==> config.mk <==
export PLATFORM = sky130hd
export DESIGN_NAME = instr_assembly_queue_flat
export DESIGN_NICKNAME = d
export VERILOG_FILES = /design/src/rtl/instr_assembly_queue_pkg.sv /design/src/rtl/instr_assembly_queue_if.sv /design/src/rtl/instr_assembly_queue_fifo.sv /design/src/rtl/instr_assembly_queue.sv /design/src/flat_wrapper.sv
export SDC_FILE = /design/constraint.sdc
export NUM_CORES = 1
export LEC_CHECK = 0
export CAP_MARGIN = 20
export CORE_MARGIN = 5
export CORE_UTILIZATION = 65
export CTS_CLUSTER_DIAMETER = 40
export DETAILED_ROUTE_END_ITERATION = 7
export DONT_BUFFER_PORTS = 1
export HOLD_SLACK_MARGIN = 0.12
export PLACE_DENSITY = 0.81
export SLEW_MARGIN = 15
export SYNTH_ARGS = -nofsm -noshare
export SYNTH_HDL_FRONTEND = slang
export SYNTH_SLANG_ARGS = --single-unit
==> constraint.sdc <==
create_clock -name clk -period 6.5 [get_ports clk]
set_clock_uncertainty 0.2 [all_clocks]
set_input_delay 1.3 -clock clk [delete_from_list [all_inputs] [get_ports clk]]
set_output_delay 1.3 -clock clk [all_outputs]
set_load 0.005 [all_outputs]
==> src/rtl/instr_assembly_queue_pkg.sv <==
// Dyna-85 instruction-length rules and assembler state type shared by the
// instruction assembly queue.
package dyna85_pkg;

    localparam logic [1:0] ILEN_3_PREFIX = 2'b11;
    localparam logic [1:0] ILEN_2_PREFIX = 2'b10;

    typedef enum logic [0:0] {
        IDLE = 1'b0,
        OPND = 1'b1
    } asm_state_t;

    // Instruction length from the two opcode MSBs, clamped to what the queue can hold.
    function automatic logic [1:0] ilen(input logic [1:0] prefix, input int max_bytes);
        logic [1:0] raw;
        case (prefix)
            ILEN_3_PREFIX: raw = 2'd3;
            ILEN_2_PREFIX: raw = 2'd2;
            default:       raw = 2'd1;
        endcase
        if (int'(raw) > max_bytes) begin
            raw = 2'(max_bytes);
        end else begin
            raw = raw;
        end
        return raw;
    endfunction

endpackage

==> src/rtl/instr_assembly_queue_if.sv <==
// Fetch-side byte handshake and control-unit-side instruction handshake
// of the instruction assembly queue.
interface instr_assembly_queue_if #(
    parameter int DATA_W    = 8,
    parameter int MAX_BYTES = 3,
    parameter int DEPTH     = 2
);
    localparam int OPND_W = ((MAX_BYTES > 1) ? (MAX_BYTES - 1) : 1) * DATA_W;
    localparam int CNT_W  = $clog2(DEPTH + 1);

    logic              flush;
    logic              in_valid;
    logic [DATA_W-1:0] in_data;
    logic              in_ready;
    logic              out_valid;
    logic [DATA_W-1:0] out_opcode;
    logic [OPND_W-1:0] out_operand;
    logic [1:0]        out_len;
    logic              out_ready;
    logic [CNT_W-1:0]  count;
    logic              asm_busy;

    modport master (
        output flush, in_valid, in_data, out_ready,
        input  in_ready, out_valid, out_opcode, out_operand, out_len, count, asm_busy
    );

    modport slave (
        input  flush, in_valid, in_data, out_ready,
        output in_ready, out_valid, out_opcode, out_operand, out_len, count, asm_busy
    );

endinterface

==> src/rtl/instr_assembly_queue_fifo.sv <==
// Small synchronous FIFO of assembled instructions; flush empties it and
// the head reads as zero whenever the queue is empty.
module instr_queue_fifo #(
    parameter int W     = 8,
    parameter int DEPTH = 2,
    parameter int CNT_W = $clog2(DEPTH + 1)
) (
    input  logic             clk,
    input  logic             reset,
    input  logic             flush,
    input  logic             push,
    input  logic [W-1:0]     push_data,
    input  logic             pop,
    output logic [W-1:0]     head_data,
    output logic [CNT_W-1:0] count,
    output logic             not_empty
);
    localparam int PTR_W = (DEPTH > 1) ? $clog2(DEPTH) : 1;

    logic [W-1:0]     mem_r [DEPTH];
    logic [PTR_W-1:0] wr_ptr_r;
    logic [PTR_W-1:0] rd_ptr_r;
    logic [CNT_W-1:0] count_r;
    logic             not_empty_r;
    logic             push_ok_s;
    logic             pop_ok_s;
    logic [CNT_W-1:0] count_nxt_s;

    function automatic logic [PTR_W-1:0] ptr_inc(input logic [PTR_W-1:0] p);
        if (p == PTR_W'(DEPTH - 1)) begin
            return {PTR_W{1'b0}};
        end else begin
            return p + PTR_W'(1);
        end
    endfunction

    // Qualified push/pop and next occupancy.
    always_comb begin
        push_ok_s = push & (count_r < CNT_W'(DEPTH));
        pop_ok_s  = pop & not_empty_r;
        if (push_ok_s && !pop_ok_s) begin
            count_nxt_s = count_r + CNT_W'(1);
        end else if (!push_ok_s && pop_ok_s) begin
            count_nxt_s = count_r - CNT_W'(1);
        end else begin
            count_nxt_s = count_r;
        end
    end

    // Storage, pointers and occupancy; flush outranks push and pop.
    always_ff @(posedge clk or posedge reset) begin
        if (reset) begin
            for (int i = 0; i < DEPTH; i++) begin
                mem_r[i] <= {W{1'b0}};
            end
            wr_ptr_r    <= {PTR_W{1'b0}};
            rd_ptr_r    <= {PTR_W{1'b0}};
            count_r     <= {CNT_W{1'b0}};
            not_empty_r <= 1'b0;
        end else if (flush) begin
            wr_ptr_r    <= {PTR_W{1'b0}};
            rd_ptr_r    <= {PTR_W{1'b0}};
            count_r     <= {CNT_W{1'b0}};
            not_empty_r <= 1'b0;
        end else begin
            if (push_ok_s) begin
                mem_r[wr_ptr_r] <= push_data;
                wr_ptr_r        <= ptr_inc(wr_ptr_r);
            end
            if (pop_ok_s) begin
                rd_ptr_r <= ptr_inc(rd_ptr_r);
            end
            count_r     <= count_nxt_s;
            not_empty_r <= (count_nxt_s != {CNT_W{1'b0}});
        end
    end

    assign head_data = not_empty_r ? mem_r[rd_ptr_r] : {W{1'b0}};
    assign count     = count_r;
    assign not_empty = not_empty_r;

endmodule

==> src/rtl/instr_assembly_queue.sv <==
// Assembles Dyna-85 instructions (opcode + little-endian operands) from the
// fetched byte stream and queues complete instructions for the control unit.
module instr_assembly_queue
    import dyna85_pkg::*;
#(
    parameter int DATA_W    = 8,
    parameter int MAX_BYTES = 3,
    parameter int DEPTH     = 2
) (
    input logic clk,
    input logic reset,
    instr_assembly_queue_if.slave bus
);
    localparam int OPND_BYTES = (MAX_BYTES > 1) ? (MAX_BYTES - 1) : 1;
    localparam int OPND_W     = OPND_BYTES * DATA_W;
    localparam int IDX_W      = (OPND_BYTES > 1) ? $clog2(OPND_BYTES) : 1;
    localparam int CNT_W      = $clog2(DEPTH + 1);
    localparam int ENTRY_W    = DATA_W + OPND_W + 2;

    typedef struct packed {
        logic [DATA_W-1:0] opcode;
        logic [OPND_W-1:0] operand;
        logic [1:0]        len;
    } entry_t;

    asm_state_t        state_r;
    logic [1:0]        need_r;
    logic [IDX_W-1:0]  idx_r;
    logic [DATA_W-1:0] opcode_r;
    logic [OPND_W-1:0] operand_r;
    logic [1:0]        len_r;
    logic              asm_busy_r;

    logic [1:0]        ilen_s;
    logic              in_ready_s;
    logic              accept_s;
    logic              push_s;
    logic              pop_s;
    logic [OPND_W-1:0] operand_s;
    entry_t            entry_s;
    entry_t            head_s;
    logic [CNT_W-1:0]  count_s;
    logic              not_empty_s;

    // Space is judged on the registered count only, so a same-cycle pop never reaches in_ready.
    always_comb begin
        ilen_s     = ilen(bus.in_data[DATA_W-1 -: 2], MAX_BYTES);
        in_ready_s = !bus.flush & (count_s < CNT_W'(DEPTH));
        accept_s   = bus.in_valid & in_ready_s;
        pop_s      = not_empty_s & bus.out_ready;
    end

    // Partial operand with the incoming byte merged at the current index.
    always_comb begin
        operand_s = operand_r;
        for (int b = 0; b < OPND_BYTES; b++) begin
            if (idx_r == IDX_W'(b)) begin
                operand_s[b*DATA_W +: DATA_W] = bus.in_data;
            end else begin
                operand_s[b*DATA_W +: DATA_W] = operand_r[b*DATA_W +: DATA_W];
            end
        end
    end

    // Push the entry on the byte that completes an instruction.
    always_comb begin
        push_s  = 1'b0;
        entry_s = '{opcode: {DATA_W{1'b0}}, operand: {OPND_W{1'b0}}, len: 2'd0};
        case (state_r)
            IDLE: begin
                push_s  = accept_s & (ilen_s == 2'd1);
                entry_s = '{opcode: bus.in_data, operand: {OPND_W{1'b0}}, len: ilen_s};
            end
            OPND: begin
                push_s  = accept_s & (need_r == 2'd1);
                entry_s = '{opcode: opcode_r, operand: operand_s, len: len_r};
            end
            default: begin
                push_s  = 1'b0;
                entry_s = '{opcode: {DATA_W{1'b0}}, operand: {OPND_W{1'b0}}, len: 2'd0};
            end
        endcase
    end

    // Assembler FSM; operand bytes are cleared on each opcode so short instructions carry zeros.
    always_ff @(posedge clk or posedge reset) begin
        if (reset) begin
            state_r    <= IDLE;
            need_r     <= 2'd0;
            idx_r      <= {IDX_W{1'b0}};
            opcode_r   <= {DATA_W{1'b0}};
            operand_r  <= {OPND_W{1'b0}};
            len_r      <= 2'd0;
            asm_busy_r <= 1'b0;
        end else if (bus.flush) begin
            state_r    <= IDLE;
            need_r     <= 2'd0;
            idx_r      <= {IDX_W{1'b0}};
            operand_r  <= {OPND_W{1'b0}};
            asm_busy_r <= 1'b0;
        end else if (accept_s) begin
            case (state_r)
                IDLE: begin
                    opcode_r  <= bus.in_data;
                    len_r     <= ilen_s;
                    operand_r <= {OPND_W{1'b0}};
                    idx_r     <= {IDX_W{1'b0}};
                    if (ilen_s == 2'd1) begin
                        need_r     <= 2'd0;
                        asm_busy_r <= 1'b0;
                    end else begin
                        state_r    <= OPND;
                        need_r     <= ilen_s - 2'd1;
                        asm_busy_r <= 1'b1;
                    end
                end
                OPND: begin
                    operand_r <= operand_s;
                    if (need_r == 2'd1) begin
                        state_r    <= IDLE;
                        need_r     <= 2'd0;
                        idx_r      <= {IDX_W{1'b0}};
                        asm_busy_r <= 1'b0;
                    end else begin
                        need_r <= need_r - 2'd1;
                        idx_r  <= idx_r + IDX_W'(1);
                    end
                end
                default: begin
                    state_r    <= IDLE;
                    need_r     <= 2'd0;
                    idx_r      <= {IDX_W{1'b0}};
                    asm_busy_r <= 1'b0;
                end
            endcase
        end
    end

    instr_queue_fifo #(
        .W     (ENTRY_W),
        .DEPTH (DEPTH),
        .CNT_W (CNT_W)
    ) u_fifo (
        .clk       (clk),
        .reset     (reset),
        .flush     (bus.flush),
        .push      (push_s),
        .push_data (entry_s),
        .pop       (pop_s),
        .head_data (head_s),
        .count     (count_s),
        .not_empty (not_empty_s)
    );

    assign bus.in_ready    = in_ready_s;
    assign bus.out_valid   = not_empty_s;
    assign bus.out_opcode  = head_s.opcode;
    assign bus.out_operand = head_s.operand;
    assign bus.out_len     = head_s.len;
    assign bus.count       = count_s;
    assign bus.asm_busy    = asm_busy_r;

endmodule

==> src/flat_wrapper.sv <==
// flat-port wrapper written by rule: the top's interface ports become plain ports
module instr_assembly_queue_flat import dyna85_pkg::*;
#(
    parameter int DATA_W    = 8,
    parameter int MAX_BYTES = 3,
    parameter int DEPTH     = 2
)
  (clk, reset, bus_flush, bus_in_valid, bus_in_data, bus_out_ready, bus_in_ready, bus_out_valid, bus_out_opcode, bus_out_operand, bus_out_len, bus_count, bus_asm_busy);
  instr_assembly_queue_if #(.DATA_W(DATA_W), .MAX_BYTES(MAX_BYTES), .DEPTH(DEPTH)) bus_i ();
  input logic clk;
  input logic reset;
  input wire logic [$bits(bus_i.flush)-1:0] bus_flush;
  input wire logic [$bits(bus_i.in_valid)-1:0] bus_in_valid;
  input wire logic [$bits(bus_i.in_data)-1:0] bus_in_data;
  input wire logic [$bits(bus_i.out_ready)-1:0] bus_out_ready;
  output wire logic [$bits(bus_i.in_ready)-1:0] bus_in_ready;
  output wire logic [$bits(bus_i.out_valid)-1:0] bus_out_valid;
  output wire logic [$bits(bus_i.out_opcode)-1:0] bus_out_opcode;
  output wire logic [$bits(bus_i.out_operand)-1:0] bus_out_operand;
  output wire logic [$bits(bus_i.out_len)-1:0] bus_out_len;
  output wire logic [$bits(bus_i.count)-1:0] bus_count;
  output wire logic [$bits(bus_i.asm_busy)-1:0] bus_asm_busy;
  assign bus_i.flush = bus_flush;
  assign bus_i.in_valid = bus_in_valid;
  assign bus_i.in_data = bus_in_data;
  assign bus_i.out_ready = bus_out_ready;
  assign bus_in_ready = bus_i.in_ready;
  assign bus_out_valid = bus_i.out_valid;
  assign bus_out_opcode = bus_i.out_opcode;
  assign bus_out_operand = bus_i.out_operand;
  assign bus_out_len = bus_i.out_len;
  assign bus_count = bus_i.count;
  assign bus_asm_busy = bus_i.asm_busy;
  instr_assembly_queue #(.DATA_W(DATA_W), .MAX_BYTES(MAX_BYTES), .DEPTH(DEPTH)) u_core (.clk(clk), .reset(reset), .bus(bus_i));
endmodule
==> run metrics <==
Synth cell types 39; Crit Path Max Fanout 30; f_max 317 MHz; hpwl dp 5550 µm; CTS H-tree depth 3; worst hold slack 0.293 ns; gp weighted congestion 0.799; Slew HR 41.5%; average size of a mapped cell 11.2 µm²; vias per inst 5.94; layout cells sized above 1 18.3%; Chip Width 92.2 µm; WP buf/inv 1; Worst Setup End Kind flip-flop; outcome finished clean; Mapped Cells approximately 400; Final Cycle Share 48.6%; Synth Register Bits 88; Die ar. 8500 µm²; port buffer count 0; Root Driver clkbuf_8; hold path depth 1; total global routing overflow 0; via count between 2000 and 3000; Worst Path Arrival 3.20 ns; VDD IR max 288 µV; Reg2Reg Setup Slack around 3.7 ns; ant diodes 0; final-stage net count 397; starting density of the core 65.7%; Fillers ~500; critical path's top delay family simple AND/OR/NAND/NOR gates; All-Layer GR Usage 22.1%; setup violators final 0; Max Cap Violations 0; Crit Reg-Reg Startpoint u_core.state_r$_DFFE_PP0P_; synth top area cells dfrtp_1, mux2i_1, mux2_2, nor2b_1, inv_1; Largest stage delay, worst path around 0.74 ns; Seq pwr share between 50% and 60%; HP Start u_core.u_fifo.mem_r[46]$_DFFE_PP0P_; largest net degree at the start of global routing 64; Hold Fails Final Rpt 0; first-pass GRT wire length 14900 µm; CTS tree built; final critical-path required period 3.16 ns; Pwr per Cell Area around 310 nW/µm²; Worst-Margin Slew 0.878 ns; Post-CTS Setup Inserts 0; clock transition at the registers of the reported paths 0.09 ns; Final Max Tran Viols 0; Clock Latency Late Sink 0.35 ns; Synth warnings 0; Hold WC Path Type reg -> reg; Post-Route Setup TNS 0 ns; vias in the first global route between 2000 and 3000; DRC 0; Clock Path Buffers 2; Min-Delay Endpoint u_core.u_fifo.mem_r[46]$_DFFE_PP0P_; crit-path cells nor3b_1 > nand4_1 > buf_4 > mux2_2; post-CTS sizing 0; net switching fraction of the power 27.4%; Req. time, crit path ~6.5 ns; slowest stage cell, crit path nand4_1; top cell type's share of synthesized area about half; post-route ant nets 0; sequential-to-total area share from yosys stat 50.1%; Avg WL per Cell 18.4 µm; first drt pass iteration count 4; Critical R2R Capture u_core.u_fifo.mem_r[22]$_DFFE_PP0P_; Synth area leader dfrtp_1; DIE HEIGHT 92.2 µm; 1st-iter DRT viols 166; crit path launch bus_flush; LEAKAGE 2.11 nW; Sw Pwr 0.401 mW; area added between synthesis and finish 6.35%; syn_nets 405; startpoint types input port; row count 30; I/O Pins 44; Clock Sinks 88; synthesized cell area 4390 µm²; WS Path Type in -> reg; Core Area 6680 µm²; total routed wirelength roughly 8600 µm; RSZ-0062 raised after global routing false; CTS buffer count 9; cell-internal power 1.06 mW; R2R depth 5; Clock Power Share 30.7%; initial antenna violation count 0; hold-fix buffers at CTS 0; combinational share of power 18.5%
[power by group through the flow]
stage          combinational [mW]  sequential [mW]  clock, mW
2_1_floorplan               0.236            0.724          0
3_3_place_gp                0.260            0.745          0
3_5_place_dp                0.272            0.752          0
4_1_cts                     0.274            0.742      0.460
5_1_grt                     0.306            0.761      0.484
6_report                    0.270            0.742      0.449
[routing by layer]
layer  up-vias  routed length [µm]  share of wire (%)  global-route usage, %
met4         0                 103                1.2                   7.05
met3         9                 394                4.6                   4.59
met2        63                4290                 50                   35.6
met5         -                   0                  0                      0
li1       1307                   -                  -                      -
met1      1403                3800                 44                   30.0
[cells by family (layout without fill, tap and decap cells)]
| logic type | after synthesis | in the layout | share of synthesized area [%] |
|---|---|---|---|
| AOI/OAI and AO/OA | 36 | 36 | 5.01 |
| adders and majority gates | 1 | 1 | 0.285 |
| xor gates and xnor gates | 1 | 1 | 0.199 |
| and+or+nand+nor | 93 | 93 | 12.6 |
| buffers and inverters | 65 | 62 | 5.98 |
| muxes | 107 | 107 | 25.7 |
| DFF | 88 | 88 | 50.1 |
[worst reg2reg max path: cells and delay by family (launching register included)]
kind | cells | cell delay [ns]
muxes | 1 | 0.31
DFF | 1 | 0.33
buffers and inverters | 2 | 0.84
and+or+nand+nor | 2 | 0.98
[flip-flops by register name (all words and copies together), names as in the netlist, 2 cells and up]
name,cells
u_core.len_r,2
u_core.opcode_r,8
u_core.u_fifo.count,2
u_core.need_r,2
u_core.operand_r,16
u_core.u_fifo.mem_r,52
[metrics by stage]
step	cell area, µm²	setup slack, ns	std cells	power (mW)	utilization, %
6_report	4670	3.34	468	1.46	69.9
2_1_floorplan	4390	2.72	391	0.960	-
4_1_cts	4670	3.34	468	1.48	69.9
3_3_place_gp	4420	3.02	451	1.00	66.2
3_5_place_dp	4430	2.95	452	1.02	66.3
5_1_grt	4670	3.22	468	1.55	69.9
[worst max path at each step]
stage / slack (ns) / endpoint / cells past startpoint
5_1_grt: 3.22 / u_core.u_fifo.mem_r[22]$_DFFE_PP0P_ / 4
2_1_floorplan: 2.72 / u_core.bus.asm_busy$_DFFE_PP0P_ / 1
4_1_cts: 3.34 / u_core.u_fifo.mem_r[22]$_DFFE_PP0P_ / 4
6_report: 3.34 / u_core.u_fifo.mem_r[22]$_DFFE_PP0P_ / 4
3_3_place_gp: 3.02 / u_core.u_fifo.mem_r[19]$_DFFE_PP0P_ / 4
3_5_place_dp: 2.95 / u_core.u_fifo.mem_r[22]$_DFFE_PP0P_ / 4
[synthesized netlist by cell type]
library cell,n
xor2_1,1
a2111oi_0,1
inv_1,39
or4_1,1
nand2_1,28
buf_1,1
o311a_1,1
nor4_4,1
a22oi_1,1
clkbuf_1,20
or3_1,2
a211o_1,1
nand3b_1,18
nor2_1,3
o31ai_1,1
mux2_2,44
buf_2,3
o22ai_1,1
a21bo_2,1
nand3_1,1
nand4_1,1
nor2b_1,30
nor4bb_1,1
mux2i_1,60
dfrtp_1,88
a221oi_1,2
buf_6,2
a31oi_1,2
nor3_1,2
mux2_1,3
or3b_1,1
a2bb2oi_1,1
a21o_1,1
nor4b_2,1
ha_1,1
a21oi_1,2
nand2b_1,2
nor3b_1,1
o21ai_0,21
[placed cells by master (no fill, tap or decap), types with 2 or more instances in the layout]
cell	Yosys	routed
a21oi_1	2	2
a221oi_1	2	2
a31oi_1	2	2
buf_4	0	6
bufinv_16	0	3
clkbuf_8	0	9
clkinv_2	0	2
clkinv_4	0	2
dfrtp_1	88	88
inv_1	39	38
mux2_1	3	3
mux2_2	44	44
mux2i_1	60	60
nand2_1	28	28
nand2b_1	2	2
nand3b_1	18	18
nor2_1	3	3
nor2b_1	30	30
nor3_1	2	2
o21ai_0	21	21
or3_1	2	2
[cell type report]
cell class              count  area (µm²)  share of cell area, %
well taps                  80         100                   2.14
inverters                  39         148                   3.16
flip-flops and latches     88        2200                   47.1
clock inverters             7         120                   2.57
repair buffers              7        50.0                   1.07
multi-input cells         238        1930                   41.3
clock buffers               9         124                   2.65
(Power assumes the default switching activity.)
